==> src/rtl/mc_control_unit.sv <==
// Multicycle MIPS control FSM with parametrised memory wait states, bne support
// and an exception path for illegal opcodes and arithmetic overflow.
module mc_control_unit #(
    parameter int MEM_WAIT   = 0,
    parameter int STATE_W    = 8,
    parameter int EXC_ON_OVF = 1
) (
    input  logic               Clk,
    input  logic               Reset,
    input  logic [5:0]         Opcode,
    input  logic               Zero,
    input  logic               Overflow,
    output logic               PCWrite,
    output logic               PCWriteCond,
    output logic               BranchNe,
    output logic               IorD,
    output logic               MemRead,
    output logic               MemWrite,
    output logic               MemtoReg,
    output logic               IRWrite,
    output logic               RegWrite,
    output logic               RegDst,
    output logic               EPCWrite,
    output logic [1:0]         PCSource,
    output logic [1:0]         ALUOp,
    output logic [1:0]         ALUSrcB,
    output logic               ALUSrcA,
    output logic [STATE_W-1:0] ControlState_Out
);
    localparam int CNT_W = (MEM_WAIT > 0) ? $clog2(MEM_WAIT + 1) : 1;

    typedef enum logic [3:0] {
        S_FETCH     = 4'd0,
        S_DECODE    = 4'd1,
        S_MEM_ADDR  = 4'd2,
        S_MEM_READ  = 4'd3,
        S_MEM_WB    = 4'd4,
        S_MEM_WRITE = 4'd5,
        S_R_EXEC    = 4'd6,
        S_R_WB      = 4'd7,
        S_BRANCH    = 4'd8,
        S_JUMP      = 4'd9,
        S_ADDI_EXEC = 4'd10,
        S_ADDI_WB   = 4'd11,
        S_EXCEPTION = 4'd12
    } state_t;

    state_t           state_q, state_d;
    logic [CNT_W-1:0] cnt_q, cnt_d;
    logic             last_cyc;
    logic             mem_state;
    logic             ovf_exc;
    logic             unused_zero;

    // Zero only steers the PC-load condition, which the datapath evaluates.
    assign unused_zero = Zero;

    assign last_cyc  = (cnt_q == CNT_W'(MEM_WAIT));
    assign mem_state = (state_q == S_FETCH) || (state_q == S_MEM_READ) ||
                       (state_q == S_MEM_WRITE);
    assign ovf_exc   = Overflow && (EXC_ON_OVF != 0);

    always_ff @(posedge Clk) begin
        if (Reset) begin
            state_q <= S_FETCH;
            cnt_q   <= '0;
        end else begin
            state_q <= state_d;
            cnt_q   <= cnt_d;
        end
    end

    always_comb begin
        state_d = state_q;
        case (state_q)
            S_FETCH:     if (last_cyc) state_d = S_DECODE;
            S_DECODE: begin
                case (Opcode)
                    6'h00:        state_d = S_R_EXEC;
                    6'h23, 6'h2B: state_d = S_MEM_ADDR;
                    6'h04, 6'h05: state_d = S_BRANCH;
                    6'h02:        state_d = S_JUMP;
                    6'h08:        state_d = S_ADDI_EXEC;
                    default:      state_d = S_EXCEPTION;
                endcase
            end
            S_MEM_ADDR:  state_d = (Opcode == 6'h23) ? S_MEM_READ : S_MEM_WRITE;
            S_MEM_READ:  if (last_cyc) state_d = S_MEM_WB;
            S_MEM_WRITE: if (last_cyc) state_d = S_FETCH;
            S_R_EXEC:    state_d = ovf_exc ? S_EXCEPTION : S_R_WB;
            S_ADDI_EXEC: state_d = ovf_exc ? S_EXCEPTION : S_ADDI_WB;
            default:     state_d = S_FETCH;
        endcase
        // Any state change restarts the wait count for the next memory state.
        cnt_d = '0;
        if (mem_state && (state_d == state_q)) cnt_d = cnt_q + 1'b1;
    end

    always_comb begin
        PCWrite     = 1'b0;
        PCWriteCond = 1'b0;
        BranchNe    = 1'b0;
        IorD        = 1'b0;
        MemRead     = 1'b0;
        MemWrite    = 1'b0;
        MemtoReg    = 1'b0;
        IRWrite     = 1'b0;
        RegWrite    = 1'b0;
        RegDst      = 1'b0;
        EPCWrite    = 1'b0;
        PCSource    = 2'b00;
        ALUOp       = 2'b00;
        ALUSrcB     = 2'b00;
        ALUSrcA     = 1'b0;
        case (state_q)
            S_FETCH: begin
                MemRead = 1'b1;
                ALUSrcB = 2'b01;
                IRWrite = last_cyc;
                PCWrite = last_cyc;
            end
            S_DECODE:    ALUSrcB = 2'b11;
            S_MEM_ADDR: begin
                ALUSrcA = 1'b1;
                ALUSrcB = 2'b10;
            end
            S_MEM_READ: begin
                MemRead = 1'b1;
                IorD    = 1'b1;
            end
            S_MEM_WB: begin
                RegWrite = 1'b1;
                MemtoReg = 1'b1;
            end
            S_MEM_WRITE: begin
                MemWrite = 1'b1;
                IorD     = 1'b1;
            end
            S_R_EXEC: begin
                ALUSrcA = 1'b1;
                ALUOp   = 2'b10;
            end
            S_R_WB: begin
                RegWrite = 1'b1;
                RegDst   = 1'b1;
            end
            S_BRANCH: begin
                ALUSrcA     = 1'b1;
                ALUOp       = 2'b01;
                PCWriteCond = 1'b1;
                PCSource    = 2'b01;
                BranchNe    = (Opcode == 6'h05);
            end
            S_JUMP: begin
                PCWrite  = 1'b1;
                PCSource = 2'b10;
            end
            S_ADDI_EXEC: begin
                ALUSrcA = 1'b1;
                ALUSrcB = 2'b10;
            end
            S_ADDI_WB:   RegWrite = 1'b1;
            S_EXCEPTION: begin
                EPCWrite = 1'b1;
                PCWrite  = 1'b1;
                PCSource = 2'b11;
            end
            default: ;
        endcase
    end

    assign ControlState_Out = STATE_W'(state_q);
endmodule
==> config.mk <==
export PLATFORM = sky130hd
export DESIGN_NAME = mc_control_unit
export DESIGN_NICKNAME = d
export VERILOG_FILES = /design/src/rtl/mc_control_unit.sv
export SDC_FILE = /design/constraint.sdc
export NUM_CORES = 1
export LEC_CHECK = 0
export BUFFER_PORTS_ARGS = -buffer_cell sky130_fd_sc_hd__buf_4
export CORE_AREA = 2 2 40 42
export DETAILED_ROUTE_END_ITERATION = 10
export DIE_AREA = 0 0 42 44
export HOLD_SLACK_MARGIN = 0.03
export PLACE_DENSITY_LB_ADDON = 0.08
export SKIP_CTS_REPAIR_TIMING = 1
export SLEW_MARGIN = 20
export SYNTH_ARGS = -nofsm -noshare
export SYNTH_HDL_FRONTEND = slang
export SYNTH_SLANG_ARGS = --single-unit
==> constraint.sdc <==
create_clock -name Clk -period 3.2 [get_ports Clk]
set_clock_uncertainty 0.2 [all_clocks]
set_input_delay 0.16 -clock Clk [delete_from_list [all_inputs] [get_ports Clk]]
set_output_delay 0.16 -clock Clk [all_outputs]
set_load 0.1 [all_outputs]
# After elaboration in Yosys (flattened, before gate mapping)
# Cells that the tools add are included.
[totals]
reg_bits = 5
output_inout_bits = 26
input_bits = 10
elab_cells = 61
[classes]
eq_ne = 19
n_bitwise = 2
muxes = 23
n_addsub = 1
n_reduce_logical = 14
[op_table]
columns = ["operator", "count"]
rows = [
  ["$pmux W4 S7", 1],
  ["$eq A4 B4 Y1 const B", 5],
  ["$pmux W4 S5", 1],
  ["$eq A4 B3 Y1 const B", 4],
  ["$mux W4", 4],
  ["$reduce_or A2 Y1", 7],
  ["$eq A6 B3 Y1 const B", 2],
  ["$eq A6 B6 Y1 const B", 2],
  ["$pmux W2 S3", 2],
  ["$mux W1", 11],
  ["$eq A4 B2 Y1 const B", 2],
  ["$eq A6 B2 Y1 const B", 1],
  ["$eq A6 B4 Y1 const B", 1],
  ["$logic_not A6 Y1", 1],
  ["$mux W3", 2],
  ["$eq A4 B1 Y1 const B", 1],
  ["$eq A4 B4 Y1", 1],
  ["$logic_not A4 Y1", 1],
  ["$pmux W2 S2", 1],
  ["$reduce_or A4 Y1", 1],
  ["$reduce_or A3 Y1", 1],
  ["$logic_or A1 B1 Y1", 2],
  ["$not A1 Y1", 2],
  ["$pmux W1 S2", 1],
  ["other kinds (2)", 2],
]

# Longest topological paths before layout
# Gate-level depths: netlist of the first run.
[logic_depth]
word_depth = 8
mapped_depth = 5
mapped_depth_nobuf = 4

# Worst setup path after synthesis of the first run
# Ideal clock, no wire load.
[synth_path]
kind = "register to output"
startpoint = "register state_q[0]"
endpoint = "output port PCWrite"
stages_incl_launch_ff = 4
required_ns = 2.840
path_buffers = 1
arrival_ns = 4.792
path_slack_ns = -1.952
path_cell_list = "dfxtp_1 buf_2 nor4_1 or2_2"
[synth_between]
elab_chain_len = 3
elab_cells_between_ends = 5
classes_between = "eq/ne: 2; mux: 1; reduce/logical: 2"
[synth_rtl]
columns = ["item", "line", "rtl"]
rows = [
  ["start, declared", "48", "state_t state_q, state_d;"],
  ["start signal, assigned", "68", "state_q <= state_d;"],
  ["$eq A4 B4 Y1", "115", "case (state_q)"],
  ["$reduce_or A2 Y1 (no source line)", "-", ""],
  ["$pmux W1 S2 (*)", "115", ""],
  ["end, declared", "13", "output logic PCWrite,"],
]
# Mark *: on every way between the ends. The rest lies on a longest branch, timed or not.

# Worst setup path in the final report of the first run
[layout_path]
startpoint = "register state_q[1]"
endpoint = "output port ALUSrcB[1]"
[layout_between]
elab_chain_len = 3
elab_cells_between_ends = 6
classes_between = "eq/ne: 3; mux: 1; reduce/logical: 2"
[layout_rtl]
columns = ["item", "line", "rtl"]
rows = [
  ["$eq A4 B4 Y1 / $eq A4 B2 Y1 (equally long branches)", "115", ""],
  ["$reduce_or A2 Y1 (no source line)", "-", ""],
  ["$pmux W2 S3 (*)", "115", ""],
  ["end, declared", "26", "output logic [1:0] ALUSrcB,"],
]
# Marked as above.

==> flow_metrics.py, run 1 <==
metrics = {
    "cts": {
        "cts_root_buf": "clkbuf_4",
        "clkSlewWorstSetupHoldPaths_ns": 0.04,
        "cts_num_sinks": 5,
        "cts-buffers-inserted": 3,
        "cts_buffer_depth": 2,
        "htreeDepth": 1,
        "cts_tree": "yes",
        "clk_latency_ns": 0.24,
    },
    "setup_path": {
        "crit_path_end": "ALUSrcB[1]",
        "path_cells": "nor2b_1 > nor2_1 > nor2_2 > buf_4",
        "slowest_delay_ns": 0.72,
        "critical_path_peak_fanout": 17,
        "worst-r2r-cell-count": 4,
        "cp_slowest_cell": "dfxtp_1",
        "rrSetupSlack_ns": 1.21,
        "arrival_ns": 1.99,
        "r2r_start": "state_q[0]",
        "crit_start": "state_q[1]",
        "r2r_end": "state_q[2]",
        "start_kind": "flop",
        "endpoint_kind": "output port",
        "crit_type": "flop to output port",
        "required_ns": 2.84,
    },
    "yosys": {
        "ys_ff_latch": 5,
        "synth.area.mux_share_pct": 0,
        "syn-mean-instance-area_um2": 7.02,
        "synthSimpleGateAreaFrac_pct": 44.9,
        "synth_top_family_by_area": "simple AND/OR/NAND/NOR gates",
        "synth_compound_gate_area_share_pct": 22.1,
        "syn_area_um2": 611,
        "netlist_instances": 87,
        "synthAdderAreaFrac_pct": 0,
        "ys_seq_area_share_pct": 16.4,
        "ys_warn_count": 0,
        "synth_edf_count": 0,
        "async_flop_share_pct": 0,
        "synth_xor_area_share_pct": 4.30,
        "synth_ff_type": "dfxtp_1",
        "synth.distinct_cells": 34,
    },
    "routing": {
        "final_antenna_net_count": 0,
        "avgViaCountPerCell": 5.41,
        "post_drt_wl_per_cell_um": 12.3,
        "remaining_drc_errors": 0,
        "first_pass_iters": 3,
        "num_vias": 719,
        "wirelength_um": 1640,
        "drt_iter0_drc": 7,
    },
    "job": {
        "cap_violations": 0,
    },
    "global_routing": {
        "met1_usage_pct": 21.9,
        "grt_use_met3_pct": 1.67,
        "grt_max_degree": 19,
        "grt_pass1_vias": 621,
        "track_usage_pct": 18.5,
        "grt.busiest_layer": "met2",
        "grt-ovfl-total": 0,
        "antenna_found_initial": 0,
        "met2_usage_pct": 35.0,
        "grt_pass1_wl_um": 2660,
    },
    "floorplan": {
        "row_count": 14,
        "start_util_pct": 43.0,
        "core_um2": 1420,
        "io-pin-count": 36,
        "die_h_um": 44,
        "dieArea_um2": 1850,
        "dieWidth_um": 42,
    },
    "finish": {
        "antenna_cells": 0,
        "nets": 128,
        "drive_gt1_share_pct": 38.5,
        "stdcell_count": 133,
        "area_delta_synth_final_pct": 44.7,
    },
    "timing": {
        "whs_ns": 0.0823,
        "maxSlewViolCount": 0,
        "fmax_mhz": 426,
        "worst_pin_slew_ns": 0.671,
        "setup_viol": 0,
        "slew_headroom_pct": 55.2,
        "fin_crit_sh_pct": 73.3,
        "final_hold_viol_count": 0,
        "layout_min_cycle_time_ns": 2.35,
        "worst_slack_ns": 0.853,
        "rsz0062_at_grt": "no",
    },
    "place": {
        "hpwl_um": 1270,
        "place_congestion": 0.819,
        "place.port_buffers": 30,
        "dp.cells": 128,
        "dp_worst_setup_slack_ns": 1.12,
    },
    "power": {
        "p_per_area_nw_per_um2": 456,
        "p_leak_nw": 0.382,
        "max-vdd-ir-drop_v": 0.000430,
    },
    "outcome": {
        "outcome": "complete, no violations",
    },
    "worst_hold_path": {
        "worstHoldPathType": "input port to flop",
    },
}
-- worst min path at each step --
stage / slack [ns] / cells after the start / startpoint / to
after floorplan: 0.06 / 1 / Reset / state_q[3]
after global placement: 0.19 / 2 / Reset / state_q[3]
after detailed placement: 0.19 / 2 / Reset / state_q[3]
after CTS: -0.06 / 2 / Reset / state_q[3]
after global routing: 0.11 / 3 / Overflow / state_q[3]
final: 0.08 / 3 / Overflow / state_q[3]
-- area by class of cell --
| type | count | area [um^2] |
|---|---|---|
| Multi-Input combinational cell | 75 | 493 |
| Fill cell | 139 | 536 |
| Sequential cell | 5 | 101 |
| Tap cell | 16 | 20.0 |
| Inverter | 2 | 7.51 |
| Clock buffer | 4 | 26.3 |
| Timing Repair Buffer | 31 | 235 |
-- through the flow --
step	setup TNS (ns)	area [um^2]	total power [mW]	util, %
after detailed placement	0	847	0.333	59.7
after floorplan	-1.17	666	0.290	-
final	0	883	0.402	62.3
after global routing	0	883	0.423	62.3
after CTS	0	873	0.404	61.6
after global placement	0	847	0.331	59.7
-- cells in the final DEF, fill, tap and decap left out, types with 2 or more instances in the layout --
cell type	count
o21ai_0	2
or2_2	2
nor3_1	3
nor4_1	2
conb_1	5
nor3_2	2
a21oi_1	4
nor2_1	12
o32ai_1	2
dfxtp_1	4
nand2_1	4
xnor2_1	3
nor2b_1	4
or4b_1	2
inv_1	2
or3_1	2
buf_4	30
nand2b_1	7
clkbuf_4	3
-- per-layer routing --
metal | vias up | routed length [um] | part of all wire, %
met2 | 18 | 820 | 50
met3 | 2 | 62 | 3.8
met5 | - | 0 | 0
li1 | 369 | - | -
met4 | 0 | 17 | 1.0
met1 | 330 | 740 | 45
-- sequential cells by signal (all words and copies together), names as in the netlist --
register,count
cnt_q,1
state_q,4
-- report_power, final --
part | internal, mW | leakage (nW) | switching, mW
clock | 0.0470 | 0.0150 | 0.0232
combinational | 0.0555 | 0.326 | 0.196
sequential | 0.0667 | 0.0416 | 0.0140
total | 0.169 | 0.382 | 0.233
-- Yosys cell counts, drive strengths merged (2+ instances only) --
cell,number,area share [%]
inv,2,1.2
nand2,4,2.5
dfxtp,5,16
or3,2,2.0
nor2b,4,4.1
o21ai,2,1.6
or2,3,3.1
o32ai,3,4.3
nor2,13,8.0
nor3,6,4.9
xnor2,3,4.3
nand2b,7,7.2
nor4,3,3.1
a21oi,4,3.3
or4b,2,3.3
buf,9,10
-- worst max-delay path, delay by kind of cell (launching register included) --
family	cells	cell delay (ns)
flops	1	0.72
buf+inv	1	0.29
simple gates	3	0.74
-- cell families (layout without fill, tap and decap cells) --
family | after synthesis | after routing
AOI/OAI and AO/OA | 17 | 17
xor gates and xnor gates | 3 | 3
buffers and inverters | 11 | 37
DFF | 5 | 5
other | 1 | 5
and+or+nand+nor | 50 | 50
Power figures use the tool's default switching activity.
==> run 2, diff against run 1 <==
Settings changed: ABC_AREA set to 1, CORE_AREA 2 2 40 42 to 2 2 42 44, DIE_AREA 0 0 42 44 to 0 0 44 46.
Clock period 3.2 ns to 1.9 ns, I/O delays scaled along.
==> flow_metrics.py, run 2 <==
metrics = {
    "routing": {
        "remaining_drc_errors": 0,
        "post_drt_wl_per_cell_um": 9.43,
        "drt_iter0_drc": 8,
        "first_pass_iters": 4,
        "wirelength_um": 1500,
        "final_antenna_net_count": 0,
        "num_vias": 724,
        "avgViaCountPerCell": 4.55,
    },
    "power": {
        "max-vdd-ir-drop_v": 0.000377,
        "p_leak_nw": 0.496,
        "p_per_area_nw_per_um2": 648,
    },
    "yosys": {
        "netlist_instances": 107,
        "ys_seq_area_share_pct": 18.5,
        "synth.area.mux_share_pct": 0,
        "ys_warn_count": 0,
        "syn_area_um2": 542,
        "async_flop_share_pct": 0,
        "synth_edf_count": 0,
        "yosys.area.top_type": "nand2_1",
        "synth_ff_type": "dfxtp_1",
        "ys_ff_latch": 5,
        "synthSimpleGateAreaFrac_pct": 48.7,
        "synth_xor_area_share_pct": 0,
        "synthAdderAreaFrac_pct": 0,
        "syn-mean-instance-area_um2": 5.06,
        "synth_top_family_by_area": "simple AND/OR/NAND/NOR gates",
        "synth_compound_gate_area_share_pct": 12.0,
        "synth_commonest_cells": "nand2_1, nor2_1, inv_1",
        "synth.distinct_cells": 18,
        "synth_top_area_share_pct": 18.7,
        "synthTopCellsByArea": "nand2_1, nor2_1, dfxtp_1",
    },
    "setup_path": {
        "worst-r2r-cell-count": 7,
        "cp_top_family": "buffers and inverters",
        "path_cells": "inv_6 > nor2_4 > inv_2 > nor2_4 > and3_4 > buf_4",
        "endpoint_kind": "output port",
        "cp_slowest_cell": "dfxtp_4",
        "critical_path_peak_fanout": 6,
        "arrival_ns": 1.46,
        "start_kind": "flop",
        "cpMostUsedCell": "nor2_4",
        "slowest_delay_ns": 0.41,
        "crit_type": "flop to output port",
        "cp.depth": 6,
        "required_ns": 1.60,
        "path_buf_inv": 3,
    },
    "place": {
        "place.port_buffers": 30,
        "hpwl_um": 1290,
        "place_congestion": 0.817,
        "dp.cells": 153,
        "place_area_um2": 867,
    },
    "worst_hold_path": {
        "worstHoldPathType": "input port to flop",
        "hold_depth": 7,
    },
    "finish": {
        "biggestRegsByFlops": "state_q: 4 flops, cnt_q: 1 flops",
        "largest-register": "state_q",
        "antenna_cells": 0,
        "layout_common_cells": "buf_4, nand2_1, nor2_1",
        "area_delta_synth_final_pct": 68.6,
        "fin_area_um2": 913,
        "drive_gt1_share_pct": 41.5,
        "largest_reg_flops": 4,
        "nets": 153,
        "final_common_cell": "buf_4",
        "fillers": 182,
        "stdcell_count": 159,
    },
    "timing": {
        "fin_crit_sh_pct": 92.3,
        "final_hold_viol_count": 0,
        "fmax_mhz": 570,
        "rsz0062_at_grt": "no",
        "layout_min_cycle_time_ns": 1.75,
        "maxSlewViolCount": 0,
        "setup_viol": 0,
    },
    "floorplan": {
        "core_um2": 1610,
        "dieWidth_um": 44,
        "io-pin-count": 36,
        "die_h_um": 46,
        "start_util_pct": 33.6,
        "row_count": 15,
        "dieArea_um2": 2020,
    },
    "cts": {
        "cts_root_buf": "clkbuf_4",
        "cts_num_sinks": 5,
        "clk_latency_ns": 0.24,
        "cts_tree": "yes",
        "cts-buffers-inserted": 3,
        "htreeDepth": 1,
        "cts_buffer_depth": 2,
        "clkSlewWorstSetupHoldPaths_ns": 0.04,
    },
    "global_routing": {
        "track_usage_pct": 16.2,
        "met2_usage_pct": 28.2,
        "antenna_found_initial": 0,
        "grt.busiest_layer": "met2",
        "grt_max_degree": 8,
        "met1_usage_pct": 19.6,
        "grt-ovfl-total": 0,
        "grt_pass1_vias": 602,
        "grt_pass1_wl_um": 2420,
        "grt_use_met3_pct": 2.38,
    },
    "job": {
        "cap_violations": 0,
    },
    "outcome": {
        "outcome": "complete, no violations",
    },
}
run 2: final timing paths:
check / start / endpoint / slack (ns)
worst min register to register: cnt_q / state_q[0] / 0.35
worst min-delay path: Opcode[3] / state_q[2] / 0.13
worst max-delay path: state_q[3] / BranchNe / 0.15
worst max register to register: state_q[3] / state_q[1] / 0.49
run 2: layout make-up:
type | instances | area [um^2] | share of cell area, %
multi-input cells | 82 | 427 | 46.7
repair buffers | 32 | 245 | 26.8
flip-flops and latches | 5 | 115 | 12.6
inverters | 19 | 78.8 | 8.63
clock buffers | 4 | 26.3 | 2.88
well taps | 17 | 21.3 | 2.33
run 2: cells by family after synthesis:
family | count (synthesis)
other | 1
buffers and inverters | 24
AND/OR/NAND/NOR | 65
flip-flops | 5
AO/OA/AOI/OAI | 12
run 2: power breakdown:
| group | switching (mW) | internal, mW |
|---|---|---|
| clock | 0.0406 | 0.0792 |
| combinational | 0.279 | 0.0710 |
| sequential | 0.0132 | 0.109 |
run 2: per-stage QoR:
| step | TNS [ns] | util, % | setup slack [ns] | power, mW | hold slack, ns |
|---|---|---|---|---|---|
| detailed placement | 0 | 53.7 | 0.388 | 0.471 | 0.0776 |
| floorplan | -0.600 | - | -0.263 | 0.416 | -0.0456 |
| global placement | 0 | 53.7 | 0.395 | 0.470 | 0.0738 |
| global route | 0 | 56.6 | 0.0527 | 0.619 | 0.182 |
| finish | 0 | 56.6 | 0.147 | 0.591 | 0.130 |
| CTS | 0 | 55.3 | 0.130 | 0.592 | -0.169 |
run 2: worst register-to-register path: stages (launching register included):
cell and delay (ns):
dfxtp_4 0.41, inv_6 0.06, nand2_1 0.15, nor2_1 0.08, inv_1 0.11, o21ai_1 0.07
nor3_1 0.16, nor2_1 0.07
run 2: metal layers:
metal | part of all wire [%] | vias to the layer above
met3 | 4.4 | 0
met5 | 0 | -
met1 | 44 | 312
met2 | 51 | 18
li1 | - | 394
met4 | 0 | 0
